**src/rtl/text_menu_pkg.sv**
```systemverilog
//------------------------------------------------------------------------------
// Module   : text_menu_pkg
// Brief    : Scan-code constants, item encodings, state enums and the item
//            stepping helper for the text menu controller.
//            Optional macro: MENU_WRAP_EN (item wrap-around at the ends).
// Revision : 1.0 - initial release
//------------------------------------------------------------------------------
`default_nettype none

package text_menu_pkg;

   localparam logic [7:0] SC_EXT   = 8'hE0;
   localparam logic [7:0] SC_BRK   = 8'hF0;
   localparam logic [7:0] SC_F1    = 8'h05;
   localparam logic [7:0] SC_ESC   = 8'h76;
   localparam logic [7:0] SC_ENTER = 8'h5A;
   localparam logic [7:0] SC_LEFT  = 8'h6B;
   localparam logic [7:0] SC_RIGHT = 8'h74;

   localparam logic [2:0] ITEM_NONE  = 3'd0;
   localparam logic [2:0] ITEM_OPEN  = 3'd1;
   localparam logic [2:0] ITEM_SAVE  = 3'd2;
   localparam logic [2:0] ITEM_EXIT  = 3'd3;
   localparam logic [2:0] ITEM_CAPS  = 3'd4;
   localparam logic [2:0] ITEM_COLOR = 3'd5;
   localparam logic [2:0] ITEM_SIZE  = 3'd6;

   typedef enum logic [0:0] {
      MENU_CLOSED = 1'b0,
      MENU_OPEN   = 1'b1
   } menu_state_t;

   typedef enum logic [1:0] {
      DEC_WAIT    = 2'd0,
      DEC_EXT     = 2'd1,
      DEC_BRK     = 2'd2,
      DEC_EXT_BRK = 2'd3
   } dec_state_t;

   // Moves the highlight one step; the ends either wrap or saturate.
   function automatic logic [2:0] item_step(input logic [2:0] cur,
                                            input logic       up,
                                            input logic [2:0] last);
      logic [2:0] nxt;
      nxt = cur;
`ifdef MENU_WRAP_EN
      if (up)
         nxt = (cur >= last) ? ITEM_OPEN : cur + 3'd1;
      else
         nxt = (cur <= ITEM_OPEN) ? last : cur - 3'd1;
`else
      if (up)
         nxt = (cur >= last) ? cur : cur + 3'd1;
      else
         nxt = (cur <= ITEM_OPEN) ? cur : cur - 3'd1;
`endif
      return nxt;
   endfunction

endpackage

`default_nettype wire

```
**src/rtl/ps2_make_decoder.sv**
```systemverilog
//------------------------------------------------------------------------------
// Module   : ps2_make_decoder
// Brief    : Strips E0/F0 prefixes from PS/2 bytes and emits registered make
//            events; break sequences are swallowed.
// Revision : 1.0 - initial release
//------------------------------------------------------------------------------
`default_nettype none

module ps2_make_decoder
   import text_menu_pkg::*;
(
   input  logic       clk,
   input  logic       reset,
   input  logic       rx_done_tick,
   input  logic [7:0] scan_code,
   output logic       make_tick,
   output logic [7:0] make_code,
   output logic       make_ext
);

   dec_state_t r_state;
   dec_state_t w_next_state;
   logic       w_emit;
   logic       w_ext;
   logic       r_make_tick;
   logic [7:0] r_make_code;
   logic       r_make_ext;

   always_ff @(posedge clk or negedge reset) begin
      if (!reset) begin
         r_state <= DEC_WAIT;
      end else begin
         r_state <= w_next_state;
      end
   end

   always_comb begin
      w_next_state = r_state;
      w_emit       = 1'b0;
      w_ext        = 1'b0;
      if (rx_done_tick) begin
         case (r_state)
            DEC_WAIT: begin
               if (scan_code == SC_EXT)
                  w_next_state = DEC_EXT;
               else if (scan_code == SC_BRK)
                  w_next_state = DEC_BRK;
               else
                  w_emit = 1'b1;
            end
            DEC_EXT: begin
               // A repeated E0 keeps us waiting for the real extended byte.
               if (scan_code == SC_BRK) begin
                  w_next_state = DEC_EXT_BRK;
               end else if (scan_code != SC_EXT) begin
                  w_emit       = 1'b1;
                  w_ext        = 1'b1;
                  w_next_state = DEC_WAIT;
               end
            end
            DEC_BRK:     w_next_state = DEC_WAIT;
            DEC_EXT_BRK: w_next_state = DEC_WAIT;
            default:     w_next_state = DEC_WAIT;
         endcase
      end
   end

   always_ff @(posedge clk or negedge reset) begin
      if (!reset) begin
         r_make_tick <= 1'b0;
         r_make_code <= 8'h00;
         r_make_ext  <= 1'b0;
      end else begin
         r_make_tick <= w_emit;
         if (w_emit) begin
            r_make_code <= scan_code;
            r_make_ext  <= w_ext;
         end
      end
   end

   assign make_tick = r_make_tick;
   assign make_code = r_make_code;
   assign make_ext  = r_make_ext;

endmodule

`default_nettype wire

```
**src/rtl/text_menu_ctrl.sv**
```systemverilog
//------------------------------------------------------------------------------
// Module   : text_menu_ctrl
// Brief    : Keyboard navigation of the top menu bar with Enter command strobe
//            and inactivity auto-close. Optional macro: MENU_WRAP_EN.
// Revision : 1.0 - initial release
//------------------------------------------------------------------------------
`default_nettype none

module text_menu_ctrl
   import text_menu_pkg::*;
#(
   parameter int TIMEOUT_CYCLES = 250_000_000,
   parameter int TO_W           = 28,
   parameter int NUM_ITEMS      = 6
)
(
   input  logic       clk,
   input  logic       reset,
   input  logic       rx_done_tick,
   input  logic [7:0] scan_code,
   output logic [2:0] item_selector,
   output logic       menu_active,
   output logic       cmd_tick,
   output logic [2:0] cmd_item
);

   localparam logic [TO_W-1:0] c_to_last   = TO_W'(TIMEOUT_CYCLES - 1);
   localparam logic [2:0]      c_last_item = 3'(NUM_ITEMS);

   logic       w_make_tick;
   logic [7:0] w_make_code;
   logic       w_make_ext;

   ps2_make_decoder u_decoder (
      .clk          (clk),
      .reset        (reset),
      .rx_done_tick (rx_done_tick),
      .scan_code    (scan_code),
      .make_tick    (w_make_tick),
      .make_code    (w_make_code),
      .make_ext     (w_make_ext)
   );

   logic w_key_f1;
   logic w_key_esc;
   logic w_key_enter;
   logic w_key_left;
   logic w_key_right;

   assign w_key_f1    = w_make_tick && !w_make_ext && (w_make_code == SC_F1);
   assign w_key_esc   = w_make_tick && !w_make_ext && (w_make_code == SC_ESC);
   assign w_key_enter = w_make_tick && !w_make_ext && (w_make_code == SC_ENTER);
   assign w_key_left  = w_make_tick &&  w_make_ext && (w_make_code == SC_LEFT);
   assign w_key_right = w_make_tick &&  w_make_ext && (w_make_code == SC_RIGHT);

   menu_state_t     r_state;
   menu_state_t     w_next_state;
   logic [2:0]      r_item;
   logic [2:0]      w_next_item;
   logic            r_cmd_tick;
   logic            w_next_cmd_tick;
   logic [2:0]      r_cmd_item;
   logic [2:0]      w_next_cmd_item;
   logic [TO_W-1:0] r_to_cnt;
   logic [TO_W-1:0] w_next_to_cnt;

   always_ff @(posedge clk or negedge reset) begin
      if (!reset) begin
         r_state    <= MENU_CLOSED;
         r_item     <= ITEM_NONE;
         r_cmd_tick <= 1'b0;
         r_cmd_item <= ITEM_NONE;
         r_to_cnt   <= '0;
      end else begin
         r_state    <= w_next_state;
         r_item     <= w_next_item;
         r_cmd_tick <= w_next_cmd_tick;
         r_cmd_item <= w_next_cmd_item;
         r_to_cnt   <= w_next_to_cnt;
      end
   end

   always_comb begin
      w_next_state    = r_state;
      w_next_item     = r_item;
      w_next_cmd_tick = 1'b0;
      w_next_cmd_item = r_cmd_item;
      w_next_to_cnt   = '0;
      case (r_state)
         MENU_CLOSED: begin
            if (w_key_f1) begin
               w_next_state = MENU_OPEN;
               w_next_item  = ITEM_OPEN;
            end
         end
         MENU_OPEN: begin
            // A key arriving on the expiry cycle takes priority over timeout.
            if (w_make_tick) begin
               if (w_key_right) begin
                  w_next_item = item_step(r_item, 1'b1, c_last_item);
               end else if (w_key_left) begin
                  w_next_item = item_step(r_item, 1'b0, c_last_item);
               end else if (w_key_enter) begin
                  w_next_cmd_tick = 1'b1;
                  w_next_cmd_item = r_item;
                  w_next_state    = MENU_CLOSED;
                  w_next_item     = ITEM_NONE;
               end else if (w_key_esc) begin
                  w_next_state = MENU_CLOSED;
                  w_next_item  = ITEM_NONE;
               end
            end else if (r_to_cnt == c_to_last) begin
               w_next_state = MENU_CLOSED;
               w_next_item  = ITEM_NONE;
            end else begin
               w_next_to_cnt = r_to_cnt + 1'b1;
            end
         end
         default: begin
            w_next_state = MENU_CLOSED;
            w_next_item  = ITEM_NONE;
         end
      endcase
   end

   assign item_selector = r_item;
   assign menu_active   = (r_state == MENU_OPEN);
   assign cmd_tick      = r_cmd_tick;
   assign cmd_item      = r_cmd_item;

endmodule

`default_nettype wire

```
**config.mk**
```make
export PLATFORM = sky130hd
export DESIGN_NAME = text_menu_ctrl
export DESIGN_NICKNAME = d
export VERILOG_FILES = /design/src/rtl/text_menu_pkg.sv /design/src/rtl/ps2_make_decoder.sv /design/src/rtl/text_menu_ctrl.sv
export SDC_FILE = /design/constraint.sdc
export NUM_CORES = 1
export LEC_CHECK = 0
export ABC_AREA = 1
export BUFFER_PORTS_ARGS = -buffer_cell sky130_fd_sc_hd__buf_4
export CAP_MARGIN = 20
export CORE_MARGIN = 4
export CORE_UTILIZATION = 54
export DETAILED_ROUTE_END_ITERATION = 16
export HOLD_SLACK_MARGIN = 0.08
export PLACE_DENSITY = 0.75
export SKIP_CTS_REPAIR_TIMING = 1
export SLEW_MARGIN = 10
export SYNTH_ARGS = -nofsm -noshare
export SYNTH_HDL_FRONTEND = slang
export SYNTH_SLANG_ARGS = --single-unit
```
**constraint.sdc**
```tcl
create_clock -name clk -period 1.52 [get_ports clk]
set_clock_uncertainty 0.05 [all_clocks]
set_input_delay 0.304 -clock clk [delete_from_list [all_inputs] [get_ports clk]]
set_output_delay 0.304 -clock clk [all_outputs]
set_load 0.01 [all_outputs]
```
-- After elaboration in Yosys (flattened, before gate mapping)
Index checks and enable logic that the tools add are counted.
- bits in registers: 48
- bits in latches: 0
- RAM bits: 0
- bits in read-only memories: 0
- bits of input ports: 11
- output and inout bits: 8
- logic and storage cells: 88
- memories kept: 0
- add/subtract/negate cells: 3
- multiply operators: 0
- divide/modulo/power cells: 0
- magnitude comparators: 2
- equality and inequality tests: 19
- shift-type cells: 0
- muxes and demuxes: 39
- bitwise gates (word level): 3
- reduce and logical (&&, ||, !) cells: 13
- operators with widths (cell ; count):
    28-bit 2-to-1 mux ; 3
    8-bit by 7-bit == test with 1-bit output (second input constant) ; 4
    28-bit by 1-bit adder with 28-bit output (second input constant) ; 1
    28-bit == test (second input constant) ; 1
    3-bit 2-to-1 mux ; 9
    1-bit 2-to-1 mux ; 19
    8-bit == test (second input constant) ; 2
    5-bit AND reduction ; 2
    3-bit by 1-bit != test with 1-bit output (second input constant) ; 3
    8-bit by 3-bit == test with 1-bit output (second input constant) ; 1
    2-bit 2-to-1 mux ; 4
    8-bit != test (second input constant) ; 1
    1-bit logical AND ; 7
    6-bit != test (second input constant) ; 1
    2-bit one-hot mux with 3 select lines ; 1
    3-bit one-hot mux with 2 select lines ; 1
    5-bit != test (second input constant) ; 1
    2-bit == test (second input constant) ; 2
    4-bit != test (second input constant) ; 1
    1-bit one-hot mux with 2 select lines ; 2
    3-bit by 1-bit adder with 3-bit output (second input constant) ; 1
    3-bit greater-or-equal comparator (second input constant) ; 1
    3-bit by 1-bit less-or-equal comparator with 1-bit output (second input constant) ; 1
    1-bit inverter ; 3
    7 further kinds ; 7

-- Depth between registers and ports, before layout
- depth in word-level cells: 9
- depth in mapped cells: 11
- gate-level depth less buffers: 11

-- Hierarchy
A second synthesis with hierarchy kept.
- cell total of the unflattened synthesis: 411
- area total of the unflattened synthesis: 3022.9 um2
- by module, submodules not included (module ; instances ; cells each ; area an instance (um2) ; seq. area each (um2)):
    text_menu_ctrl ; 1 ; 336 ; 2389.8 ; 900.9
    ps2_make_decoder ; 1 ; 75 ; 633.1 ; 300.3

-- Worst setup path after synthesis
OpenSTA, ideal clock, no wires.
- path type: register to register
- start point: register r_to_cnt[0]
- end point: register r_to_cnt[18]
- setup time: 0.118 ns
- arrival time: 1.343 ns
- data required time: 1.352 ns
- slack: 0.010 ns
- stages on the path, launching flop included: 11
- path buffers: 0
- period minus slack after synthesis: 1.510 ns
- path through: dfrtp_1 -> ha_1 -> nand2_1 -> nor2_4 -> nand4_4 -> nor2_4 -> inv_2 -> nor2_4 -> nand2_1 -> nand2_1 -> nor2_1
- word-level cells in the longest chain between the ends: 4
- elaborated cells on any way between the ends: 5
- classes of those cells: add/sub: 1; eq/ne: 1; mux: 3
- ends and longest elaborated chain (element ; RTL line ; RTL):
    from (decl) ; text_menu_ctrl.sv:64 ; logic [TO_W-1:0] r_to_cnt;
    from (signal assigned) ; text_menu_ctrl.sv:79 ; r_to_cnt <= w_next_to_cnt;
    28-bit by 1-bit adder with 28-bit output or 28-bit == test (tied branches) ; text_menu_ctrl.sv:116, text_menu_ctrl.sv:112 ;
    28-bit 2-to-1 mux (*) ; text_menu_ctrl.sv:112 ; end else if (r_to_cnt == c_to_last) begin
    28-bit 2-to-1 mux (*) ; text_menu_ctrl.sv:98 ; if (w_make_tick) begin
    28-bit 2-to-1 mux (*) ; text_menu_ctrl.sv:89 ; case (r_state)
    net w_next_to_cnt[18] ; text_menu_ctrl.sv:65 ; logic [TO_W-1:0] w_next_to_cnt;
Mark *: on every way through the listed nets, which the timed path passes. The rest lies on a longest branch.
A chain may end at the register's enable or synchronous reset.

-- Final worst setup path
Ends and elaborated chain as after synthesis.

==> out/summary.md <==
* 488 — nets
* 540 — number of standard cells in the layout, taps in and fillers out
* 26 — distinct cell type count after synthesis
* 1.68 ns — Final Critical Period
* 594 MHz — maximum clock frequency
* 20.5% — GRT Overall Usage
* 22 — Final setup violation count
* 0.607 ns — Worst Max-Slew Pin Slew
* 42.7% — sequential area share after synthesis
* 0.157 ns — worst slack on hold paths
* simple AND/OR/NAND/NOR gates — Top delay family on crit path
* 48 — FF+latch count, synth
* 25 — standard-cell rows
* 0 — warnings from Yosys
* 2 — count of H-tree levels built during CTS
* 1.83 ns — worst endpoint data arrival time
* 388 — post-synthesis cell count
* register — endpoint type of the worst setup path
* 0 — number of nets with antenna violations after routing
* 1.67 ns — Worst Path Required
* ha_2, nand2_2, nor2_4, nand4_4, nor2_4, inv_2, nor2_4, nand2_1, nand2_1, nor2_1 — cells traversed along the worst timing path
* scan_code[2] — hold wc startpoint
* r_to_cnt[0] — reg-to-reg startpoint
* 1.78 nW — leakage power figure
* 0 — DRC violation count after routing
* 18 — input/output buffers
* 35.2% — Area growth, synth to finish
* 0 — number of pins with negative max-slew slack in the final report
* 404 — synthesized netlist net count
* r_to_cnt[18] — reg-to-reg critical path endpoint
* sky130_fd_sc_hd__clkbuf_8 — root buffer selected by CTS
* 3 — cell depth of the worst min-delay path
* 1 — count of buffer and inverter cells on the critical path
* yes — RSZ-0062 raised after global routing
* -0.163 ns — crit path setup slack, layout
* 2606 — vias in the first global route
* 49 — maximum number of pins on one net before global-route repair
* 48 — # clock sinks
* 2 — clock tree buffer depth
* 4430 microns — detailed placer's ending HPWL
* 514 — Placed Cells incl. Taps
* 19 — num ports
* 336 — layout filler cell count
* sky130_fd_sc_hd__nor2_4 — crit-path most repeated cell
* u_decoder.make_code[2] — Hold EP
* 1590 sq um — area of the multi-input gates
* 2806 — number of vias after detailed routing
* 1200 sq um — FF+latch area
* 0.895 mV — Peak supply drop
* 57.6% — Starting Density
* 5 — number of buffers created by CTS
* 2810 sq um — cell area after synthesis
* 0 — diodes inserted
* 35.7% — fraction of layout cells with a size suffix above 1
* sky130_fd_sc_hd__dfrtp_1, sky130_fd_sc_hd__nand2_1, sky130_fd_sc_hd__nor2_1 — Synth area leaders
* 0.00388 W — overall power
* 0 — gr ovfl total
* 0.08 ns — clock edge transition at the registers on the reported setup and hold paths
* 80.2 microns — horizontal extent of the die
* primary input to register — worst min-delay path category
* register — CP Launch Type
* 0 — final hold violations
* 6 — worst-path maximum fanout
* 0.829 — routability-driven placement congestion ratio
* 200 — First DRT Iteration DRCs
* -1.88 ns — Post-Route Setup TNS
* 1020 nW/um^2 — power per standard cell area
* 7.25 sq um — Avg Inst Size Synth
* 0 — antenna violations before repair
* complete, but fails checks — run status
* 59.5% — Max-slew headroom
* 5.20 — detail-routed via count per cell
* 10500 microns — wire length of the first global-routing pass
* 6420 sq um — full die area
* register to register — Worst Setup Path Type
* sky130_fd_sc_hd__dfrtp_1 — post-synthesis cell type with the largest combined area
* 4880 sq um — area of the core region
* 10 — depth of the most critical reg-to-reg path
* sky130_fd_sc_hd__dfrtp_1 — slowest library cell on the worst path
* 0 — Max Cap Viol
* 80.2 microns — Die Height
* 111% — final period utilization
* 0.30 ns — clock latency at the later pin of the worst-skew pair
* negative setup slack — violations in the final reports
* 0.40 ns — max incr delay on CP
* 42.7% — share of Yosys cell area claimed by the top area cell type
* -0.16 ns — Reg2Reg Setup Slack
* 6940 microns — Routed Wire Length
* 5 — count of TritonRoute iterations in the first routing pass
* 12.8 microns — routed wirelength normalized by instance count
* done — TritonCTS clock tree
## worst max path at each step
stage / slack [ns] / end / from / cells past startpoint
2_1_floorplan: 0.01 / r_to_cnt[18] / r_to_cnt[0] / 10
3_3_place_gp: -0.04 / r_to_cnt[2] / r_to_cnt[0] / 8
3_5_place_dp: -0.11 / r_to_cnt[2] / r_to_cnt[0] / 8
4_1_cts: -0.14 / r_to_cnt[2] / r_to_cnt[0] / 8
5_1_grt: -0.24 / item_selector[2] / r_to_cnt[8] / 11
6_report: -0.16 / r_to_cnt[18] / r_to_cnt[0] / 10
## metrics by stage
step | area [sq um] | setup slack [ns] | utilization [%]
finish | 3800 | -0.163 | 77.9
global route | 3800 | -0.241 | 77.9
CTS | 3420 | -0.138 | 70.1
detailed placement | 3330 | -0.112 | 68.3
global placement | 3330 | -0.0415 | 68.3
floorplan | 2810 | 0.00964 | -
## worst register-to-register path, delay by kind of cell (launching register included)
kind	cells	cell delay, ns
fa+ha+maj	1	0.24
flops	1	0.40
buf+inv	1	0.08
simple gates	8	0.81
## placed cells by master (no fill, tap or decap), types with 2 or more instances in the layout
cell / count
sky130_fd_sc_hd__a21oi_1: 14
sky130_fd_sc_hd__a21oi_2: 3
sky130_fd_sc_hd__buf_4: 74
sky130_fd_sc_hd__buf_6: 2
sky130_fd_sc_hd__clkbuf_1: 2
sky130_fd_sc_hd__clkbuf_8: 6
sky130_fd_sc_hd__dfrtp_1: 46
sky130_fd_sc_hd__dfrtp_2: 2
sky130_fd_sc_hd__ha_1: 4
sky130_fd_sc_hd__inv_1: 39
sky130_fd_sc_hd__inv_2: 13
sky130_fd_sc_hd__nand2_1: 99
sky130_fd_sc_hd__nand2_2: 14
sky130_fd_sc_hd__nand2_4: 2
sky130_fd_sc_hd__nand3_1: 18
sky130_fd_sc_hd__nand3_2: 10
sky130_fd_sc_hd__nand4_1: 4
sky130_fd_sc_hd__nor2_1: 44
sky130_fd_sc_hd__nor2_2: 11
sky130_fd_sc_hd__nor2_4: 13
sky130_fd_sc_hd__nor3_1: 8
sky130_fd_sc_hd__nor3_2: 4
sky130_fd_sc_hd__o21ai_0: 13
sky130_fd_sc_hd__o21ai_1: 4
sky130_fd_sc_hd__o21ai_2: 6
sky130_fd_sc_hd__xnor2_1: 3
sky130_fd_sc_hd__xor2_1: 2
## area by class of cell
| cell class | instances | share of cell area, % |
|---|---|---|
| repair inverters | 2 | 0.526 |
| inverters | 53 | 5.56 |
| flip-flops and latches | 48 | 31.7 |
| multi-input cells | 284 | 41.8 |
| clock buffers | 8 | 2.37 |
| repair buffers | 78 | 15.9 |
| well taps | 67 | 2.20 |
## state kept, by name, summed over array words and instances (netlist names)
register             cells
menu_active              1
u_decoder.r_state        2
u_decoder.make_ext       1
cmd_tick                 1
u_decoder.make_tick      1
r_to_cnt                28
cmd_item                 3
u_decoder.make_code      8
item_selector            3
## per-layer routing
layer	share of wire [%]	routed length [microns]	vias to the layer above	global-route usage (%)
li1	-	-	1399	-
met3	3.5	243	11	3.36
met5	0	0	-	0
met4	1.8	124	0	8.11
met1	42	2950	1338	24.9
met2	52	3620	58	35.9
## kinds of logic after synthesis
logic type / Yosys count / synth area share, %
AOI/OAI and AO/OA: 42 / 7.79
and+or+nand+nor: 232 / 37.6
DFF: 48 / 42.7
adders and majority gates: 5 / 2.23
buffers and inverters: 56 / 8.14
xor gates and xnor gates: 5 / 1.56
## cell usage after synthesis (all sizes together)
master / count
nand3: 29
inv: 53
nand2: 115
nor2: 68
nor3: 12
nor3b: 1
buf: 3
xnor2: 3
ha: 5
o221ai: 1
o211a: 1
xor2: 2
a21oi: 17
o21ai: 23
nor4: 1
nand4: 6
dfrtp: 48
## power breakdown
| group | internal (W) | total, W | switching (W) |
|---|---|---|---|
| logic | 0.000604 | 0.00148 | 0.000877 |
| registers | 0.00143 | 0.00161 | 0.000173 |
| clock network | 0.000372 | 0.000790 | 0.000418 |
No activity file was read; power rests on OpenSTA's default activity.
